## config.mk

```make
export PLATFORM = sky130hd
export DESIGN_NAME = exc_ctrl
export DESIGN_NICKNAME = d
export VERILOG_FILES = /design/src/rtl/exc_pkg.sv /design/src/rtl/exc_prio_enc.sv /design/src/rtl/exc_ctrl.sv
export SDC_FILE = /design/constraint.sdc
export NUM_CORES = 1
export LEC_CHECK = 0
export ABC_AREA = 1
export BUFFER_PORTS_ARGS = -buffer_cell sky130_fd_sc_hd__buf_2
export CORE_AREA = 4 4 108 110
export DETAILED_ROUTE_END_ITERATION = 12
export DIE_AREA = 0 0 112 114
export GPL_TIMING_DRIVEN = 0
export PLACE_DENSITY = 0.6
export SYNTH_ARGS = -nofsm -noshare
export SYNTH_HDL_FRONTEND = slang
export SYNTH_SLANG_ARGS = --single-unit
```

## constraint.sdc

```tcl
create_clock -name clk -period 1.83 [get_ports clk]
set_clock_uncertainty 0.15 [all_clocks]
set_input_delay 0.366 -clock clk [delete_from_list [all_inputs] [get_ports clk]]
set_output_delay 0.366 -clock clk [all_outputs]
set_load 0.02 [all_outputs]
```

## src/rtl/exc_pkg.sv

```systemverilog
// Shared types and exception codes for the MEM-stage exception/commit controller.
package exc_pkg;

    localparam logic [5:0] EXC_INT  = 6'd0;
    localparam logic [5:0] EXC_ADEL = 6'd4;
    localparam logic [5:0] EXC_ADES = 6'd5;
    localparam logic [5:0] EXC_SYS  = 6'd8;
    localparam logic [5:0] EXC_BP   = 6'd9;
    localparam logic [5:0] EXC_RI   = 6'd10;
    localparam logic [5:0] EXC_OV   = 6'd12;

    typedef enum logic {
        IDLE  = 1'b0,
        FLUSH = 1'b1
    } exc_state_t;

    typedef struct packed {
        logic if_adel;
        logic ri;
        logic ov;
        logic syscall;
        logic brk;
        logic adel;
        logic ades;
    } exc_flags_t;

endpackage

```

## src/rtl/exc_prio_enc.sv

```systemverilog
// Fixed-priority encoder picking the single winning exception for the MEM instruction.
module exc_prio_enc
    import exc_pkg::*;
(
    input  logic       int_pending,
    input  exc_flags_t flags,
    output logic       hit,
    output logic [5:0] code,
    output logic       is_bad_addr,
    output logic       bad_sel
);

    // bad_sel=1 takes BadVAddr from the instruction PC, 0 from the data address.
    always_comb begin
        // NOTE: every output gets a default first so no path through the chain infers a latch.
        hit         = 1'b1;
        code        = EXC_INT;
        is_bad_addr = 1'b0;
        bad_sel     = 1'b0;
        if (int_pending) begin
            code = EXC_INT;
        end else if (flags.if_adel) begin
            code        = EXC_ADEL;
            is_bad_addr = 1'b1;
            bad_sel     = 1'b1;
        end else if (flags.ri) begin
            code = EXC_RI;
        end else if (flags.ov) begin
            code = EXC_OV;
        end else if (flags.syscall) begin
            code = EXC_SYS;
        end else if (flags.brk) begin
            code = EXC_BP;
        end else if (flags.adel) begin
            code        = EXC_ADEL;
            is_bad_addr = 1'b1;
        end else if (flags.ades) begin
            code        = EXC_ADES;
            is_bad_addr = 1'b1;
        end else begin
            hit = 1'b0;
        end
    end

endmodule

```

## src/rtl/exc_ctrl.sv

```systemverilog
// MEM-stage exception and commit controller: selects one event per instruction,
// drives CP0, then issues a registered redirect and a multi-cycle pipeline flush.
module exc_ctrl
    import exc_pkg::*;
#(
    parameter logic [31:0] EXC_VECTOR   = 32'hBFC00380,
    parameter int          FLUSH_CYCLES = 2
) (
    input  logic        clk,
    input  logic        resetn,
    input  logic        m_valid,
    input  logic        m_stall,
    input  logic [31:0] m_pc,
    input  logic        m_in_delay_slot,
    input  logic        m_if_adel,
    input  logic        m_ri,
    input  logic        m_ov,
    input  logic        m_syscall,
    input  logic        m_break,
    input  logic        m_adel,
    input  logic        m_ades,
    input  logic [31:0] m_data_addr,
    input  logic        m_eret,
    input  logic        m_cp0_write,
    input  logic        interrupt,
    input  logic [31:0] cp0_epc,
    output logic        exception,
    output logic [5:0]  m_excCode,
    output logic        isBadAddr,
    output logic [31:0] invalid_addr,
    output logic [31:0] excPC,
    output logic        inDelaySlot,
    output logic        ERET2pc,
    output logic        cp0_write,
    output logic        flush,
    output logic        redirect_valid,
    output logic [31:0] redirect_pc
);

    localparam logic [3:0] CNT_LOAD = 4'(FLUSH_CYCLES - 1);

    exc_state_t state, state_next;
    logic [3:0] counter, counter_next;
    logic       int_pending;

    exc_flags_t flags;
    logic       hit;
    logic [5:0] code;
    logic       is_bad_addr;
    logic       bad_sel;
    logic       accept;
    logic       win;
    logic       eret_commit;

    assign flags = '{if_adel: m_if_adel, ri: m_ri, ov: m_ov, syscall: m_syscall,
                     brk: m_break, adel: m_adel, ades: m_ades};

    exc_prio_enc u_prio (
        .int_pending (int_pending),
        .flags       (flags),
        .hit         (hit),
        .code        (code),
        .is_bad_addr (is_bad_addr),
        .bad_sel     (bad_sel)
    );

    assign accept      = (state == IDLE) && m_valid && !m_stall;
    assign win         = accept && hit;
    assign eret_commit = accept && !hit && m_eret;

    always_comb begin
        exception    = 1'b0;
        m_excCode    = 6'd0;
        isBadAddr    = 1'b0;
        invalid_addr = 32'd0;
        excPC        = 32'd0;
        inDelaySlot  = 1'b0;
        ERET2pc      = 1'b0;
        cp0_write    = 1'b0;
        if (state == IDLE) begin
            exception   = win;
            excPC       = m_pc;
            inDelaySlot = m_in_delay_slot;
            ERET2pc     = eret_commit;
            cp0_write   = accept && !hit && !m_eret && m_cp0_write;
            if (win) begin
                m_excCode = code;
                isBadAddr = is_bad_addr;
                if (is_bad_addr) invalid_addr = bad_sel ? m_pc : m_data_addr;
            end
        end
    end

    always_comb begin
        state_next   = state;
        counter_next = counter;
        case (state)
            IDLE: begin
                if (win || eret_commit) begin
                    state_next   = FLUSH;
                    counter_next = CNT_LOAD;
                end
            end
            FLUSH: begin
                if (counter == 4'd0) state_next = IDLE;
                else                 counter_next = counter - 4'd1;
            end
            default: state_next = IDLE;
        endcase
    end

    // A pending interrupt is only retired by the accept that it actually wins.
    always_ff @(posedge clk or negedge resetn) begin
        if (!resetn) begin
            state          <= IDLE;
            counter        <= 4'd0;
            int_pending    <= 1'b0;
            redirect_valid <= 1'b0;
            redirect_pc    <= 32'd0;
        end else begin
            // NOTE: sequential state uses non-blocking assignments so every register samples pre-edge values.
            state          <= state_next;
            counter        <= counter_next;
            int_pending    <= interrupt | (int_pending & ~(win & int_pending));
            redirect_valid <= win | eret_commit;
            if (win)              redirect_pc <= EXC_VECTOR;
            else if (eret_commit) redirect_pc <= cp0_epc;
        end
    end

    assign flush = (state == FLUSH);

endmodule
```

# ---- Yosys cells after proc, flatten, opt, wreduce, memory -nomap -nowiden
# Cells that the tools add are included.
# W data, S select, Z words.
dict set report op_classes {
  addsub 1
  multipliers 0
  div 0
  magnitude_cmp 0
  n_eq_ne 2
  shifts 0
  muxes 45
  n_bitwise 6
  reduce_logical 14
}
# cell n
set ops {}
lappend ops {{$mux W32} 7}
lappend ops {{$mux W6} 9}
lappend ops {{$mux W1} 24}
lappend ops {{$mux W4} 2}
lappend ops {{$pmux W4 S2} 1}
lappend ops {{$logic_and A1 B1 Y1} 7}
lappend ops {{$logic_not A4 Y1} 1}
lappend ops {{$sub A4 B1 Y4 const B} 1}
lappend ops {{$logic_not A1 Y1} 3}
lappend ops {{$mux W3} 1}
lappend ops {{$and A1 B1 Y1} 2}
lappend ops {{$ne A2 B1 Y1 const B} 1}
lappend ops {{$ne A2 B2 Y1 const B} 1}
lappend ops {{$not A1 Y1} 2}
lappend ops {{$or A1 B1 Y1} 2}
lappend ops {{$pmux W1 S2} 1}
lappend ops {{$reduce_and A2 Y1} 1}
lappend ops {{$reduce_bool A2 Y1} 1}
lappend ops {{$logic_or A1 B1 Y1} 1}
dict set report word_totals {
  ff_bits 39
  latchBits 0
  ramBits 0
  rom_bits 0
  out_inout_bits 109
  wordCells 73
  memories 0
}

# ---- Logic depth before layout (Yosys ltp)
# Gate-level depths: netlist of run 1.
dict set report logic_depth {
  depth_word 14
  depth_mapped 9
}

# ---- By module
# Synthesis of run 1 repeated with hierarchy kept, for this count alone.
dict set report hier_totals {
  cells_unflattened 409
  area_unflattened_um2 2677.6
}
# mod n_inst cells_per_inst area_each_um2 seq_area_each_um2
set modules_own_cells {}
lappend modules_own_cells {exc_ctrl 1 376 2529.9 975.9}
lappend modules_own_cells {exc_prio_enc 1 33 147.6 0.0}

# ---- Worst setup path before layout of run 1
# OpenSTA, ideal clock, no wires.
dict set report synth_timing {
  path_kind {flip-flop to output port}
  from {register state (netlist: flush)}
  to {output port m_excCode[0]}
  t_arrival_ns 1.771
  setup_slack_ns -0.457
  path_stages_with_launch 8
  n_path_buf 2
  path_cell_list {dfrtp_1 -> buf_2 -> inv_2 -> nand2_1 -> nor2_4 -> o21ai_4 -> buf_2 -> nor4_1}
}
dict set report synth_via {
  elab_chain_cells 6
}
# element line_no
set synth_rtl {}
lappend synth_rtl {{start, declared} exc_ctrl.sv:42} ;# exc_state_t state, state_next;
lappend synth_rtl {{start signal, assigned} exc_ctrl.sv:122} ;# state <= state_next;
lappend synth_rtl {{$not A1 Y1} -}
lappend synth_rtl {{$logic_and A1 B1 Y1 (2 in a row)} exc_ctrl.sv:67} ;# assign accept = (state == IDLE) && m_valid && !m_stall;
lappend synth_rtl {{$logic_and A1 B1 Y1} exc_ctrl.sv:68} ;# assign win = accept && hit;
lappend synth_rtl {{$mux W6} exc_ctrl.sv:86} ;# if (win) begin
lappend synth_rtl {{$mux W6 *} exc_ctrl.sv:80} ;# if (state == IDLE) begin
lappend synth_rtl {{end, declared} exc_ctrl.sv:28} ;# output logic [5:0] m_excCode,
# Every way passes the cells marked *; elsewhere a longest branch is shown, timed or not.

# ---- Worst setup path in the final report of run 1
dict set report layout_timing {
  from {register int_pending}
  to {output port invalid_addr[9]}
}
dict set report layout_via {
  elab_chain_cells 5
}
# element line_no
set layout_rtl {}
lappend layout_rtl {{start, declared} exc_ctrl.sv:44} ;# logic int_pending;
lappend layout_rtl {{start signal, assigned} exc_ctrl.sv:124} ;# int_pending <= interrupt | (int_pending & ~(win & int_pending));
lappend layout_rtl {{$mux W1} exc_prio_enc.sv:20} ;# if (int_pending) begin
lappend layout_rtl {{$mux W32 (2 in a row)} exc_ctrl.sv:89} ;# if (is_bad_addr) invalid_addr = bad_sel ? m_pc : m_data_addr;
lappend layout_rtl {{$mux W32 *} exc_ctrl.sv:86}
lappend layout_rtl {{$mux W32 *} exc_ctrl.sv:80}
lappend layout_rtl {{end, declared} exc_ctrl.sv:30} ;# output logic [31:0] invalid_addr,
# Marked as above.

==> flow_summary.toml, run 1 <==
[outcome]
status = "finished, violations left"
violations = "negative setup slack"

[clocking]
clock_latency_ns = 0.29
clock_sinks = 39
cts_buffers = 5
cts_buffer_depth = 2
cts.reportedPaths.clkPinSlew_ns = 0.08
root_buffer = "clkbuf_8"
htree_levels = 2
cts_tree = "built"
cts_hold_buf = 0

[floorplan]
coreArea_um2 = 10700
io_pins = 220
fp.dieW_um = 112
die_area_um2 = 12800
start_util_pct = 24.7
die_h_um = 114
core.rowCount = 38

[power]
power.leakage_uw = 0.00297
power-per-cell-area_nw_per_um2 = 726
power_uw = 3690
ir_drop_v = 0.000455

[yosys]
netlist_instances = 417
ys_seq_elements = 39
ys_types = 27
ys_seq_area_share_pct = 36.9
async_flop_share_pct = 100
syn_area_per_cell_um2 = 6.33
netlist_area_um2 = 2640
synth-main-ff-cell = "dfrtp_1"
synth_warnings = 0
synth_edf_count = 0

[global_route]
grt_pass1_wl_mm = 17.9
grt_pass1_vias = 3591
grt.overflow.total = 0
grt_max_degree = 40
grt_usage_pct = 17.2
antenna_found_initial = 0

[placement]
dp_hpwl_mm = 9.10
numPortBuffers = 217
place_congestion = 0.935
dp.cells = 775

[hold_path]
hp-class = "in -> async"

[final_layout]
drive_above_1_share_pct = 50.9
finalNonFillerCells = 814
area_delta_synth_final_pct = 92.3
nets = 785
fillers = 1064
diodes = 0

[timing]
setup_viol = 50
final_hold_viol_count = 0
postLayoutSetupSlackWorst_ns = -0.438
rsz0062_at_grt = "yes"
worst_pin_slew_ns = 0.874
fmaxAchievable_mhz = 441
timing.final.crit_share_pct = 124
max_slew_margin_pct = 41.7
whs_ns = 0.0321
maxSlewViolCount = 0
fin_crit_ns = 2.27

[setup_path]
worstSetupPathType = "reg -> out"
start_kind = "flop"
cp-end-kind = "output pin"
critPathMaxFanout = 6
cp.required_ns = 1.31
cp_data_arrival_time_ns = 1.75

[job]
maxCapViolCount = 0

[detailed_routing]
viasPerCell = 4.32
ant_nets = 0
vias = 3519
drc_errors = 0
wl_per_cell_um = 14.5
drt-initial-drc-count = 213
drtPass1Iterations = 4
totalWireLength_mm = 11.8
what timing repair did:
item / 4_1_cts / 5_1_grt
pin swaps: 3 / 4
setup endpoints to repair: 81 / 85
setup buffers: 18 / 14
cloned: 2 / 1
resized for setup: 138 / 49
per-stage QoR:
step	setup TNS, ns	area (um2)	setup WS (ns)	utilization [%]
after floorplan	-6.01	2940	-0.191	-
after global placement	-16.37	4200	-0.488	39.2
after detailed placement	-17.17	4200	-0.499	39.2
after CTS	-15.94	4910	-0.465	45.9
after global routing	-21.65	5080	-0.542	47.5
final	-15.95	5080	-0.438	47.5
final cells by class:
class / count / area, um2 / area share (%)
clock buffers: 7 / 86.3 / 1.70
flip-flops and latches: 39 / 978 / 19.3
multi-input cells: 276 / 1550 / 30.5
clock inverters: 1 / 8.76 / 0.172
repair buffers: 249 / 1700 / 33.5
plain buffers: 25 / 283 / 5.57
well taps: 140 / 175 / 3.45
inverters: 77 / 297 / 5.84
sequential cells by signal (all words and copies together) (netlist names):
name            count
counter             4
flush               1
int_pending         1
redirect_pc        32
redirect_valid      1
placed cells by master (no fill, tap or decap), drive strengths merged:
| master | synthesis | layout |
|---|---|---|
| or2 | 1 | 1 |
| clkinv | 0 | 1 |
| nor3b | 1 | 1 |
| clkbuf | 4 | 11 |
| ha | 1 | 1 |
| o21bai | 3 | 3 |
| inv | 77 | 77 |
| conb | 1 | 2 |
| nand3 | 39 | 39 |
| dfrtp | 39 | 39 |
| o21ai | 37 | 37 |
| nand2 | 108 | 108 |
| nor2 | 74 | 74 |
| xor2 | 1 | 1 |
| nand4 | 4 | 4 |
| nor4 | 2 | 2 |
| nor3 | 1 | 1 |
| a21oi | 2 | 2 |
| buf | 22 | 270 |
Yosys cell counts, types with 2 or more instances:
cell type / instances / share of area, %
o21bai_1: 3 / 0.85
nand4_1: 4 / 0.95
nor2_1: 72 / 10
o21ai_0: 35 / 6.6
inv_1: 75 / 11
buf_4: 5 / 1.4
buf_6: 5 / 2.1
clkbuf_1: 4 / 0.57
buf_1: 3 / 0.43
nand3_1: 38 / 7.2
dfrtp_1: 39 / 37
buf_2: 9 / 1.7
inv_2: 2 / 0.28
nand2_1: 108 / 15
a21oi_1: 2 / 0.38
nor4_1: 2 / 0.47
cells by family after synthesis:
kind of cell / count (synthesis) / share of synthesized area (%)
xor gates and xnor gates: 1 / 0.332
AOI/OAI and AO/OA: 42 / 8.67
and+or+nand+nor: 230 / 36.2
DFF: 39 / 36.9
other: 1 / 0.142
buffers and inverters: 103 / 17.2
adders and majority gates: 1 / 0.474
metal layers:
layer  vias up  track usage (%)  part of all wire [%]
li1       1757                -                     -
met1      1590             19.2                    37
met2       164             31.9                    52
met3         8             5.15                   9.3
met4         0             4.49                   1.2
met5         -                0                     0
power by group:
group	switching, uW	leakage (uW)	internal [uW]
clock network	308	0.0000484	309
logic	1210	0.00245	867
registers	54.6	0.000475	944
total	1570	0.00297	2120
worst paths after layout:
| path | start | depth (start not counted) | endpoint | slack (ns) |
|---|---|---|---|---|
| worst min register to register | redirect_pc[3] | 2 | redirect_pc[3] | 0.35 |
| worst max-delay path | int_pending | 9 | invalid_addr[9] | -0.44 |
| worst min-delay path | resetn | 1 | redirect_pc[8] | 0.03 |
| min in group clk | cp0_epc[19] | 3 | redirect_pc[19] | 0.12 |
| worst max register to register | int_pending | 9 | counter[2] | 0.06 |
| max in group asynchronous | resetn | 1 | flush | 0.88 |
critical path: stages (launching register included):
cell       delay (ns)
dfrtp_2          0.46
nor2_4           0.10
nand2_2          0.09
o21ai_4          0.20
inv_4            0.06
nand3_4          0.11
buf_4            0.14
clkbuf_16        0.15
nor2_4           0.03
buf_6            0.12
Note: power is estimated with default switching activity, not from simulation.
==> run 2, diff against run 1 <==
--- a/config.mk
+++ b/config.mk
@@ -12,6 +12,7 @@
 export DIE_AREA = 0 0 112 114
 export GPL_TIMING_DRIVEN = 0
 export PLACE_DENSITY = 0.6
+export SKIP_LAST_GASP = 1
 export SYNTH_ARGS = -nofsm -noshare
 export SYNTH_HDL_FRONTEND = slang
 export SYNTH_SLANG_ARGS = --single-unit
==> run 2 against run 1 <==
- the run still ends with negative setup slack left
- register-to-register slack about the same
- power fell by 0.66%
- sequential share of layout area increased by 0.21 points
- combinational power hardly changed
- die area is the same
- design area down 1.1%
- worst hold slack got worse by 0.0011 ns
- wire length down 0.70%
- global-route usage about the same
- sequential cell count stayed put
- critical path type unchanged
- count of clock-buffer cells in the layout is the same
- clock power is essentially flat
==> flow_summary.toml, run 2 (same netlist as run 1, synthesis figures left out) <==
[clocking]
root_buffer = "clkbuf_8"
clock_sinks = 39
cts_hold_buf = 0
cts_tree = "built"
htree_levels = 2
cts.reportedPaths.clkPinSlew_ns = 0.08
cts_buffer_depth = 2
cts_buffers = 5
clock_latency_ns = 0.29

[setup_path]
r2r_cells = 8
crit_end = "invalid_addr[11]"
critPathSlowestCell = "dfrtp_2"
cp-end-kind = "output pin"
critPathLaunch = "int_pending"
critPathMaxFanout = 5
worstSetupPathType = "reg -> out"
rr_endpoint = "counter[1]"
path_cells = "nor2_4 -> nand2_2 -> o21ai_4 -> inv_4 -> nand3_4 -> buf_4 -> clkbuf_16 -> nor2_4 -> buf_4"
start_kind = "flop"
cp.required_ns = 1.31
timing.rr.start = "int_pending"
critPathMaxStageDelay_ns = 0.45
cp_data_arrival_time_ns = 1.73
reg2reg_slack_ns = 0.07

[final_layout]
largest_reg_flops = 32
final_area_um2 = 5020
reg_top3 = "redirect_pc: 32 flops, counter: 4 flops"
top_register = "redirect_pc"
layout_common_cells = "buf_2, nand2_1, inv_1"
nets = 783
finalNonFillerCells = 812
drive_above_1_share_pct = 50.4
area_delta_synth_final_pct = 90.2
final_common_cell = "buf_2"
utilization_pct = 47.0
fillers = 1071
diodes = 0

[power]
power_frac_seq_pct = 27.2
p_switching_uw = 1560
p_sw_share_pct = 42.5
clock_power_share_pct = 16.9
intPower_uw = 2110
combPwrFrac_pct = 55.9
power-per-cell-area_nw_per_um2 = 729
power.leakage_uw = 0.00295
ir_drop_v = 0.000465

[detailed_routing]
wl_met1_mm = 4.44
ant_nets = 0
vias = 3534
top_layer = "met4"
viasPerCell = 4.35
drtPass1Iterations = 4
met2WireLength_mm = 6.07
met3_length_mm = 1.06
wl_per_cell_um = 14.4
totalWireLength_mm = 11.7
drc_errors = 0
drt-initial-drc-count = 225

[floorplan]
coreArea_um2 = 10700
die_area_um2 = 12800
fp.dieW_um = 112
core.rowCount = 38
start_util_pct = 24.7
io_pins = 220
die_h_um = 114

[global_route]
grt.overflow.total = 0
grt_max_degree = 40
grt_pass1_wl_mm = 17.8
grt_pass1_vias = 3555
grt_usage_pct = 17.1
antenna_found_initial = 0

[placement]
dpl_cell_area_um2 = 4200
place_congestion = 0.935
numPortBuffers = 217
dp_hpwl_mm = 9.10
dp.cells = 775

[timing]
worst_pin_slew_ns = 0.872
timing.final.crit_share_pct = 123
fmaxAchievable_mhz = 445
setup_viol = 49
rsz0062_at_grt = "yes"
max_slew_margin_pct = 41.9
fin_crit_ns = 2.25
final_hold_viol_count = 0
postLayoutSetupSlackWorst_ns = -0.417
maxSlewViolCount = 0

[job]
maxCapViolCount = 0

[hold_path]
hp-class = "in -> async"

[outcome]
violations = "negative setup slack"
status = "finished, violations left"
run 2: changes by cell type in the layout (fill, tap and decap cells not counted), sizes merged:
cell	change
buf	-1
clkbuf	-1
run 2: worst max-delay path: cells and delay by family, from the launching register on:
kind | cells | cell delay (ns)
buffers and inverters | 4 | 0.48
flip-flops | 1 | 0.45
AO/OA/AOI/OAI | 1 | 0.19
AND/OR/NAND/NOR | 4 | 0.31
run 2: through the flow:
step	power, uW	setup TNS [ns]	worst slack [ns]	hold WS [ns]
after floorplan	2050	-6.01	-0.191	-0.0796
after detailed placement	2660	-17.17	-0.499	0.328
after global routing	3910	-20.47	-0.517	0.0776
final	3660	-14.76	-0.417	0.0310
after CTS	3610	-16.19	-0.465	0.0550
after global placement	2640	-16.37	-0.488	0.325
run 2: how the worst min path moves through the flow:
stage | start | endpoint
floorplan | resetn | counter[0]
global placement | redirect_pc[7] | redirect_pc[7]
detailed placement | redirect_pc[22] | redirect_pc[22]
CTS | resetn | redirect_pc[8]
global route | resetn | redirect_pc[9]
finish | resetn | redirect_pc[8]
run 2: cell type report:
type	count	area, um2	share of cell area, %
clock buffers	7	86.3	1.72
multi-input cells	276	1550	30.8
clock inverters	1	8.76	0.174
flip-flops and latches	39	978	19.5
inverters	77	294	5.85
plain buffers	25	268	5.33
well taps	140	175	3.49
repair buffers	247	1670	33.2
run 2: routing by layer:
metal	track usage (%)	vias up
met5	0	-
met3	5.25	10
met4	4.09	0
met2	31.8	169
li1	-	1752
met1	19.2	1603
run 2: timing repair:
item | in CTS | in global routing
pin swaps | 3 | 4
cloned | 2 | 1
buffers inserted | 18 | 11
setup endpoints to repair | 81 | 85
gates resized for setup | 118 | 51
run 2: power by group through the flow:
| stage | clock network (uW) | registers, uW | logic, uW |
|---|---|---|---|
| 6_report | 618 | 997 | 2050 |
| 5_1_grt | 688 | 1010 | 2220 |
| 4_1_cts | 650 | 996 | 1960 |
| 3_5_place_dp | 0 | 1020 | 1640 |
| 3_3_place_gp | 0 | 1020 | 1630 |
| 2_1_floorplan | 0 | 1050 | 997 |
==> run 3, diff against run 2 <==
--- a/config.mk
+++ b/config.mk
@@ -7,11 +7,11 @@
 export LEC_CHECK = 0
 export ABC_AREA = 1
 export BUFFER_PORTS_ARGS = -buffer_cell sky130_fd_sc_hd__buf_2
-export CORE_AREA = 4 4 108 110
+export CORE_AREA = 4 4 120 99
 export DETAILED_ROUTE_END_ITERATION = 12
-export DIE_AREA = 0 0 112 114
+export DIE_AREA = 0 0 124 103
 export GPL_TIMING_DRIVEN = 0
-export PLACE_DENSITY = 0.6
+export PLACE_DENSITY = 0.61
 export SKIP_LAST_GASP = 1
 export SYNTH_ARGS = -nofsm -noshare
 export SYNTH_HDL_FRONTEND = slang
==> run 3 against run 2 <==
- the run still ends with negative setup slack left
- sequential power about the same
- wire length increased by 3.0%
- sequential share of layout area decreased by 1.6 points
- power rose by 32%
- maximum frequency down 0.40%
- sequential cell count did not move
- design area up 9.2%
- largest power group unchanged
- global-route usage is 1.2 points lower
- largest cell class unchanged
- non-clock buffer count is 6 lower
- die area barely moved
- cell count shrank 0.25%
==> flow_summary.toml, run 3 (same netlist as run 1, synthesis figures left out) <==
[setup_path]
cp_data_arrival_time_ns = 1.74
cp-end-kind = "output pin"
start_kind = "flop"
timing.rr.start = "int_pending"
critPathMaxFanout = 5
cp.required_ns = 1.31
worstSetupPathType = "reg -> out"
critPathLaunch = "flush"

[detailed_routing]
totalWireLength_mm = 12.1
drtPass1Iterations = 6
viasPerCell = 4.43
drt-initial-drc-count = 140
vias = 3590
ant_nets = 0
wl_per_cell_um = 14.9
drc_errors = 0

[placement]
dp_hpwl_mm = 8.44
dp.cells = 779
numPortBuffers = 217
post-place-ws_ns = -0.502
place_congestion = 0.751

[floorplan]
core.rowCount = 34
fp.dieW_um = 124
coreArea_um2 = 10700
start_util_pct = 24.7
die_area_um2 = 12800
die_h_um = 103
io_pins = 220

[clocking]
cts_buffer_depth = 2
htree_levels = 2
root_buffer = "clkbuf_16"
cts.reportedPaths.clkPinSlew_ns = 0.06
clock_latency_ns = 0.28
cts_hold_buf = 0
clock_sinks = 39
cts_buffers = 5
cts_tree = "built"

[global_route]
grt.overflow.total = 0
grt_pass1_wl_mm = 16.2
grt_usage_pct = 15.9
grt_pass1_vias = 3387
antenna_found_initial = 0
grt_max_degree = 40

[final_layout]
finalNonFillerCells = 810
reg_top3 = "redirect_pc: 32 flops, counter: 4 flops"
top_register = "redirect_pc"
drive_above_1_share_pct = 53.6
fillers = 1005
diodes = 0
area_delta_synth_final_pct = 108
largest_reg_flops = 32
final_common_cell = "buf_2"
layout_common_cells = "buf_2, nand2_1, inv_1"
nets = 777

[timing]
rsz0062_at_grt = "yes"
postLayoutSetupSlackWorst_ns = -0.426
timing.final.crit_share_pct = 123
maxSlewViolCount = 0
fmaxAchievable_mhz = 443
worst_pin_slew_ns = 0.873
max_slew_margin_pct = 41.8
fin_crit_ns = 2.26
setup_viol = 70
final_hold_viol_count = 0

[power]
power_frac_seq_pct = 20.7
power_uw = 4830
p_switching_uw = 1890
clock_power_share_pct = 21.0
p_sw_share_pct = 39.0
combPwrFrac_pct = 58.3
ir_drop_v = 0.000408
power.leakage_uw = 0.00306
intPower_uw = 2940
power-per-cell-area_nw_per_um2 = 880

[outcome]
violations = "negative setup slack"
status = "finished, violations left"

[job]
maxCapViolCount = 0

[hold_path]
hp-class = "in -> async"
-- run 3: changes by cell type in the layout (fill, tap and decap cells not counted), sizes merged --
cell    delta
buf       -11
bufinv     +1
clkbuf     +4
-- run 3: area by class of cell --
type                            count  area (um2)  share of cell area (%)
Clock buffer                        6         139                    2.53
Multi-Input combinational cell    276        1750                    32.0
Buffer                             24         270                    4.93
Clock inverter                      2        35.0                   0.639
Tap cell                          144         180                    3.28
Inverter                           77         294                    5.36
Timing Repair Buffer              242        1840                    33.5
Sequential cell                    39         978                    17.8
-- run 3: final timing paths --
check                                    to  slack, ns  cells past startpoint
max reg2reg                 redirect_pc[14]       0.11                      8
min                          redirect_pc[6]       0.05                      1
max in group asynchronous       int_pending       0.87                      1
max                        invalid_addr[13]      -0.43                     10
min in group clk                int_pending       0.13                      2
min reg2reg                  redirect_pc[7]       0.35                      2
-- run 3: power by group through the flow --
stage	sequential [uW]	combinational [uW]	clock, uW
2_1_floorplan	1050	997	0
4_1_cts	1000	1930	1030
3_3_place_gp	1010	1590	0
6_report	1000	2810	1010
5_1_grt	1010	2990	1070
3_5_place_dp	1010	1620	0
-- run 3: critical path, cell delays in order (launching register included) --
cell     delay [ns]
dfrtp_2        0.41
inv_2          0.07
nand2_2        0.06
nor2_4         0.13
o21ai_4        0.09
inv_4          0.07
nand3_4        0.09
buf_12         0.16
buf_16         0.14
nor2_4         0.11
buf_6          0.12
-- run 3: stage by stage --
stage          hold slack, ns  setup TNS, ns  cell area (um2)  utilization (%)
2_1_floorplan         -0.0796          -6.01             2940                -
4_1_cts                0.0914         -15.76             5000             46.8
3_3_place_gp            0.328         -16.60             4200             39.4
3_5_place_dp            0.335         -18.39             4200             39.4
5_1_grt                 0.130         -20.89             5490             51.4
6_report               0.0523         -16.41             5490             51.4
-- run 3: routing by layer --
layer	global-route usage, %	part of all wire [%]	vias to the layer above
met2	30.0	54	138
met3	3.95	6.6	22
met5	0	0	-
met4	2.44	1.7	0
met1	18.5	37	1677
li1	-	-	1753
-- run 3: what timing repair did --
action / CTS / global route
pin swaps: 5 / 12
endpoints found under the setup margin: 92 / 82
gates cloned: 3 / 3
buffers inserted: 16 / 4
resized for setup: 137 / 117
